## src/rtl/lcd_pkg.sv

```systemverilog
// Shared types and timing defaults for the character LCD reader/writer pair.
package lcd_pkg;

  typedef enum logic [2:0] {
    IDLE, SETUP, E_UP, GAP, E_LO, HOLD, PGAP, DONE
  } lcd_state_t;

  // Default bus timing at 50 MHz, shared with the writer side
  localparam int DEF_SETUP_CYCLES      = 2;
  localparam int DEF_E_HIGH_CYCLES     = 12;
  localparam int DEF_NIBBLE_GAP_CYCLES = 50;
  localparam int DEF_POLL_TIMEOUT      = 1000000;

  localparam int   BF_BIT  = 7;
  localparam logic RS_CMD  = 1'b0;
  localparam logic RS_DATA = 1'b1;

endpackage

```

## src/rtl/lcd_phase_timer.sv

```systemverilog
// Loadable 8-bit down-counter; expired while the count sits at zero.
module lcd_phase_timer (
  input  logic       clk,
  input  logic       rst_n,
  input  logic       load,
  input  logic [7:0] value,
  output logic       expired
);

  logic [7:0] cnt;

  always_ff @(posedge clk) begin
    if (!rst_n)          cnt <= 8'd0;
    else if (load)       cnt <= value;
    else if (cnt != 8'd0) cnt <= cnt - 8'd1;
  end

  assign expired = (cnt == 8'd0);

endmodule

```

## src/rtl/lcd_reader.sv

```systemverilog
// HD44780 4-bit read engine: busy/address or data reads, optional busy-flag polling.
module lcd_reader
  import lcd_pkg::*;
#(
  parameter int SETUP_CYCLES      = DEF_SETUP_CYCLES,
  parameter int E_HIGH_CYCLES     = DEF_E_HIGH_CYCLES,
  parameter int NIBBLE_GAP_CYCLES = DEF_NIBBLE_GAP_CYCLES,
  parameter int POLL_TIMEOUT      = DEF_POLL_TIMEOUT
) (
  input  logic        clk,
  input  logic        rst_n,
  input  logic        req,
  input  logic        rs_sel,
  input  logic        poll,
  output logic        busy,
  output logic        done,
  output logic [7:0]  rdata,
  output logic        timeout,
  input  logic [11:8] SF_D,
  output logic        LCD_E,
  output logic        LCD_RS,
  output logic        LCD_RW
);

  localparam logic [7:0]  SETUP_LD = 8'(SETUP_CYCLES - 1);
  localparam logic [7:0]  EHI_LD   = 8'(E_HIGH_CYCLES - 1);
  localparam logic [7:0]  GAP_LD   = 8'(NIBBLE_GAP_CYCLES - 1);
  localparam logic [19:0] TO_LIM   = 20'(POLL_TIMEOUT);

  lcd_state_t  state, state_next;
  logic        rs_q, poll_q, rs_cur, busy_next;
  logic [7:0]  rdata_next;
  logic [19:0] tcnt;
  logic        load, expired, timed_out, poll_again;
  logic [7:0]  load_val;

  lcd_phase_timer u_phase (
    .clk     (clk),
    .rst_n   (rst_n),
    .load    (load),
    .value   (load_val),
    .expired (expired)
  );

  assign timed_out  = poll_q && rdata_next[BF_BIT] && (tcnt >= TO_LIM);
  assign poll_again = poll_q && rdata_next[BF_BIT] && (tcnt < TO_LIM);

  always_comb begin
    state_next = state;
    load_val   = 8'd0;
    case (state)
      IDLE:    if (req)     state_next = SETUP;
      SETUP:   if (expired) state_next = E_UP;
      E_UP:    if (expired) state_next = GAP;
      GAP:     if (expired) state_next = E_LO;
      E_LO:    if (expired) state_next = HOLD;
      HOLD:    state_next = poll_again ? PGAP : DONE;
      PGAP:    if (expired) state_next = E_UP;
      DONE:    state_next = IDLE;
      default: state_next = IDLE;
    endcase
    // Every state entry reloads the phase timer with its length minus one
    load = (state_next != state);
    case (state_next)
      SETUP:      load_val = SETUP_LD;
      E_UP, E_LO: load_val = EHI_LD;
      GAP, PGAP:  load_val = GAP_LD;
      default:    load_val = 8'd0;
    endcase
    busy_next = (state_next != IDLE) && (state_next != DONE);
    rs_cur    = (state == IDLE) ? (poll ? RS_CMD : rs_sel) : rs_q;
  end

  always_ff @(posedge clk) begin
    if (!rst_n) begin
      state      <= IDLE;
      rs_q       <= RS_CMD;
      poll_q     <= 1'b0;
      rdata_next <= 8'h00;
      tcnt       <= 20'd0;
      busy       <= 1'b0;
      done       <= 1'b0;
      rdata      <= 8'h00;
      timeout    <= 1'b0;
      LCD_E      <= 1'b0;
      LCD_RS     <= 1'b0;
      LCD_RW     <= 1'b0;
    end else begin
      state  <= state_next;
      busy   <= busy_next;
      done   <= (state_next == DONE);
      LCD_E  <= (state_next == E_UP) || (state_next == E_LO);
      LCD_RW <= busy_next;
      LCD_RS <= busy_next & rs_cur;
      if (state == IDLE && req) begin
        rs_q    <= rs_cur;
        poll_q  <= poll;
        tcnt    <= 20'd0;
        timeout <= 1'b0;
      end else if (busy && tcnt != 20'hFFFFF) begin
        tcnt <= tcnt + 20'd1;
      end
      // Sample on the last E-high cycle so the LCD output has settled
      if (state == E_UP && expired) rdata_next[7:4] <= SF_D;
      if (state == E_LO && expired) rdata_next[3:0] <= SF_D;
      if (state_next == DONE) begin
        rdata   <= rdata_next;
        timeout <= timed_out;
      end
    end
  end

endmodule

```

## config.mk

```make
export PLATFORM = sky130hd
export DESIGN_NAME = lcd_reader
export DESIGN_NICKNAME = d
export VERILOG_FILES = /design/src/rtl/lcd_pkg.sv /design/src/rtl/lcd_phase_timer.sv /design/src/rtl/lcd_reader.sv
export SDC_FILE = /design/constraint.sdc
export NUM_CORES = 1
export LEC_CHECK = 0
export ABC_AREA = 1
export CAP_MARGIN = 10
export CORE_MARGIN = 2
export CORE_UTILIZATION = 40
export CTS_CLUSTER_DIAMETER = 120
export CTS_CLUSTER_SIZE = 28
export DETAILED_ROUTE_END_ITERATION = 7
export GPL_TIMING_DRIVEN = 0
export PLACE_DENSITY_LB_ADDON = 0.1
export SETUP_SLACK_MARGIN = 0.02
export SLEW_MARGIN = 20
export SYNTH_ARGS = -nofsm -noshare
export SYNTH_HDL_FRONTEND = slang
export SYNTH_SLANG_ARGS = --single-unit
```

## constraint.sdc

```tcl
create_clock -name clk -period 5.06 [get_ports clk]
set_clock_uncertainty 0.05 [all_clocks]
set_input_delay 0.759 -clock clk [delete_from_list [all_inputs] [get_ports clk]]
set_output_delay 0.759 -clock clk [all_outputs]
set_load 0.005 [all_outputs]
```

# After elaboration in Yosys (flattened, before gate mapping)
# Index checks and enable logic that the tools add are counted.
op_classes:
  n_lt_le_gt_ge: 2
  n_eq_ne: 16
  add_sub_neg: 2
  n_reduce_logical: 19
  n_bitwise: 2
  n_mux: 14
op_table:
  columns: ["cell", "count"]
  rows:
  - ["3-bit == test (second input constant)", 7]
  - ["3-bit case mux with 7 select lines", 1]
  - ["20-bit by 1-bit adder with 20-bit output (second input constant)", 1]
  - ["20-bit greater-or-equal comparator (second input constant)", 1]
  - ["20-bit less-than comparator (second input constant)", 1]
  - ["20-bit inequality test (second input constant)", 1]
  - ["6-bit case mux with 3 select lines", 1]
  - ["8-bit 2-to-1 mux", 2]
  - ["3-bit 2-to-1 mux", 5]
  - ["3-bit by 2-bit == test with 1-bit output (second input constant)", 4]
  - ["1-bit logical AND", 8]
  - ["8-bit zero test", 1]
  - ["8-bit nonzero test", 1]
  - ["2-bit OR reduction", 4]
  - ["8-bit by 1-bit subtractor with 8-bit output (second input constant)", 1]
  - ["3-bit by 1-bit == test with 1-bit output (second input constant)", 2]
  - ["1-bit 2-to-1 mux", 5]
  - ["2-bit nonzero test", 2]
  - ["3-bit zero test", 1]
  - ["3-bit inequality test", 1]
  - ["3-bit inequality test (second input constant)", 1]
  - ["3-bit nonzero test", 1]
  - ["1-bit AND", 1]
  - ["1-bit logical OR", 1]
  - ["1-bit NOT", 1]
word_totals:
  regBits: 54
  out_inout_bits: 14
  inputBits: 9
  word_cells: 68

# Longest topological paths before layout
logic_depth:
  ltp_word: 8
  depth_mapped: 16
  mapped_depth_nobuf: 16

# Hierarchy
# A second synthesis with hierarchy kept.
unflattened:
  cells_unflattened: 417
  area_unflattened_um2: 2811.4
modules_own_cells:
  columns: ["mod", "area_per_inst_um2", "seq_area_each_um2", "cells_each", "instances"]
  rows:
  - ["lcd_reader", 2333.5, 920.9, 347, 1]
  - ["lcd_phase_timer", 478.0, 160.2, 70, 1]

# Worst setup path before layout
# OpenSTA, ideal clock, no wires.
synth_timing:
  path_kind: "reg-to-reg"
  startpoint: "register u_phase.cnt[0]"
  endpoint: "register u_phase.cnt[5]"
  period_less_slack_ns: 1.781
  stages_incl_launch_ff: 16
  setup_ns: 0.126
  path_slack_ns: 3.279
  required_ns: 4.884
  path_buffers: 0
  t_arrival_ns: 1.605
  path_cell_list: "dfxtp_1 > inv_1 > ha_1 > nand2_1 > nor2_2 > nand2_2 > nand2_2 > nand2_4 > nor2_4 > nand3_4 > nand2_4 > nand2_4 > inv_4 > nand2_2 > nand2_1 > nor2_2"
synth_between:
  elab_chain_len: 7
  elab_cells_between_ends: 20
  classes_between: "1 x add/sub; 6 x eq/ne; 8 x mux; 5 x reduce/logical"
synth_rtl:
  columns: ["element", "line_no", "rtl"]
  rows:
  - ["start, declared", "lcd_phase_timer.sv:10", "logic [7:0] cnt;"]
  - ["start signal, assigned", "lcd_phase_timer.sv:14", "else if (load) cnt <= value;"]
  - ["start signal, assigned", "lcd_phase_timer.sv:15", "else if (cnt != 8'd0) cnt <= cnt - 8'd1;"]
  - ["8-bit zero test", "lcd_phase_timer.sv:18", "assign expired = (cnt == 8'd0);"]
  - ["3-bit 2-to-1 mux (on tied branches)", null, null]
  - ["3-bit case mux with 7 select lines", "lcd_reader.sv:51", "case (state)"]
  - ["3-bit by 2-bit == test with 1-bit output / 3-bit == test (equally long branches)", "lcd_reader.sv:64", "case (state_next)"]
  - ["2-bit OR reduction", "lcd_reader.sv:64", null]
  - ["6-bit case mux with 3 select lines", "lcd_reader.sv:64", null]
  - ["8-bit 2-to-1 mux", "lcd_phase_timer.sv:14", null]
# Several ways; a longest one is shown, not always the timed one. The select of a mux whose other input is x is not followed.
# A chain may end at the register's enable or synchronous reset.

==> run_results.csv <==
group,metric,value,unit
worst_setup_path,start_kind,"flop",
clock_tree,clockRootBuffer,"clkbuf_8",
timing,max_slew_margin,61.8,%
finish,layoutNonFillerInstCount,531,
pwr,irDropWorstVdd,0.278,mV
routing,vias,2545,
global_routing,antenna_found_initial,0,
floorplan,io_pins,23,
finish,area_growth_syn_to_layout,15.5,%
floorplan,dieHeight,88.7,um
hold_path,worstHoldPathType,"reg2reg",
synth,synthAdderAreaFrac,1.31,%
synth,synth_cells,406,
pwr,total_power,1.38,mW
timing,min_period,2.13,ns
synth,ys_types,37,
clock_tree,post_cts.repair.setup_buffers,0,
global_routing,grt_max_degree,18,
worst_setup_path,critPathMaxFanout,3,
finish,final_core_util,48.3,%
synth,syn_area,2870,sq um
routing,drt_wl_total,6.34,mm
floorplan,dieArea,7870,sq um
worst_setup_path,rrSetupSlack,2.99,ns
global_routing,overflow,0,
timing,worst_pin_slew,0.574,ns
placement,post-place-ws,2.78,ns
synth,async_reset_ff_share,0,%
synth,synthSimpleGateAreaFrac,35.2,%
outcome,status,"finished, final reports clean",
clock_tree,cts_hold_buffers,0,
placement,dpl.cell_count,523,
routing,dr.pass1.iters,4,
clock_tree,ctsHtreeMaxLevel,2,
routing,ant_nets,0,
worst_setup_path,ff2ff_path_depth,15,
placement,port_buffers,21,
flow_run,max-cap-violations,0,
synth,synth_area_per_cell,7.07,sq um
timing,rsz0062_at_grt,"false",
clock_tree,clkLatencyLatePin,0.31,ns
worst_setup_path,crit_path_top_delay_cell,"clkdlybuf4s50_1",
clock_tree,numClockSinks,54,
global_routing,grt_pass1_vias,2358,
floorplan,initial_core_util,41.8,%
synth,synth-seq-cells,54,
clock_tree,numCtsBuffers,5,
worst_setup_path,critPathCaptureType,"primary output",
synth,synth_enable_flop_cells,0,
finish,drive_above_1_share,12.2,%
floorplan,die_width,88.7,um
placement,place.gp.congestion,0.826,
worst_setup_path,critPathArrivalTime,1.32,ns
worst_setup_path,worst_r2r_endpoint,"u_phase.cnt[5]",
timing,hold_viol_final,0,
finish,final_cell_mix,"99 x nand2_1, 54 x dfxtp_1, 44 x inv_1, 41 x nor2_1, 34 x a21oi_1",
global_routing,grt_use_total,17.6,%
routing,viasPerCell,4.79,
synth,synth_mux_area_share,0,%
worst_setup_path,rr_startpoint,"u_phase.cnt[0]",
routing,post-route-drc-count,0,
routing,wl_per_cell,11.9,um
global_routing,grt_pass1_wl,10.8,mm
pwr,p_leak,1.29,nW
timing,slew_viol_final,0,
clock_tree,cts_resized,0,
synth,yosysSeqAreaShare,37.7,%
synth,synth_xor_area_share,5.19,%
clock_tree,clockBufferDepth,2,
timing,fmax,470,MHz
worst_setup_path,required,4.25,ns
floorplan,core,6870,sq um
finish,nFillCells,715,
worst_setup_path,crit_type,"reg2out",
worst_setup_path,cpPeakStageDelay,0.48,ns
hold_path,min_from,"rdata_next[5]",
hold_path,whs_endpoint,"rdata[5]",
synth,synth_compound_area_share,12.0,%
timing,layout_setup_ws,2.93,ns
worst_setup_path,worst-path-buf-inv,2,
finish,design_area,3310,sq um
timing,holdWs,0.406,ns
worst_setup_path,cp_top_family,"buffers and inverters",
finish,finish.net_count,446,
placement,dpl_cell_area,3200,sq um
routing,drt_iter0_drc,90,
finish,diodes,0,
hold_path,min_path_cells,2,
worst_setup_path,path_cells,"buf_4 > clkdlybuf4s50_1",
placement,dpl.hpwl,4.89,mm
pwr,power-per-cell-area,416,nW/um^2
synth,ys.flop_type,"dfxtp_1",
timing,period_share,42.1,%
timing,finalSetupViolCount,0,
timing,finalSetupTns,0,ns
floorplan,num_rows,30,
clock_tree,path_clk_slew,0.11,ns
synth,synth_nets,418,
clock_tree,cts_tree,"built",
synth,ys_warn_count,0,
finish,layout_commonest_cell,"nand2_1",
synth,synth_top_family_by_area,"simple AND/OR/NAND/NOR gates",
## report_power, final
group	total (mW)	internal, mW	leakage, nW	switching, mW
sequential	0.507	0.471	0.438	0.0353
combinational	0.572	0.205	0.801	0.366
clock	0.299	0.147	0.0504	0.151
## logic make-up (layout without fill, tap and decap cells)
kind of cell / Yosys count / after routing
simple gates: 211 / 211
buf+inv: 58 / 87
compound gates: 63 / 63
flops: 54 / 54
fa+ha+maj: 3 / 3
xor+xnor: 17 / 17
## worst min-delay path, delay by kind of cell, from the launching register on
family	cells	cell delay, ns
AOI/OAI and AO/OA	1	0.05
DFF	1	0.31
buffers and inverters	1	0.06
## layer usage
layer	up-vias	track usage (%)	part of all wire, %
met5	-	0	0
met4	0	5.10	1.4
met3	9	2.80	2.2
met2	38	30.3	47
met1	1153	22.7	50
li1	1345	-	-
## state kept, by name, indices dropped and copies added (netlist names), 3 cells and up
name / flops
tcnt: 20
rdata: 8
rdata_next: 8
u_phase.cnt: 8
state: 3
## synth_stat cells, types with 5 or more instances
library cell	instances	area, sq um
nand3_1	15	75.1
xnor2_1	5	43.8
nand2_2	12	75.1
nor2_2	7	43.8
nor2_1	41	154
nor3_1	14	70.1
xor2_1	12	105
nand2_1	99	372
o21ai_0	21	105
a21oi_1	34	170
inv_1	44	165
dfxtp_1	54	1080
## cell type report
class	count	area, sq um	share of cell area [%]
inverters	49	189	5.70
repair buffers	21	210	6.34
plain buffers	9	58.8	1.77
clock inverters	3	45.0	1.36
clock buffers	5	68.8	2.08
flip-flops and latches	54	1080	32.6
multi-input cells	294	1540	46.5
well taps	96	120	3.62
## how the worst max path moves through the flow
stage / start / to / slack, ns / cells past startpoint
finish: LCD_RW / busy / 2.93 / 2
global route: u_phase.cnt[0] / u_phase.cnt[5] / 2.83 / 15
CTS: LCD_RW / busy / 2.90 / 2
detailed placement: req / tcnt[12] / 2.78 / 5
global placement: req / tcnt[7] / 2.81 / 5
floorplan: u_phase.cnt[0] / u_phase.cnt[5] / 3.28 / 15
Note: power is estimated with default switching activity, not from simulation.
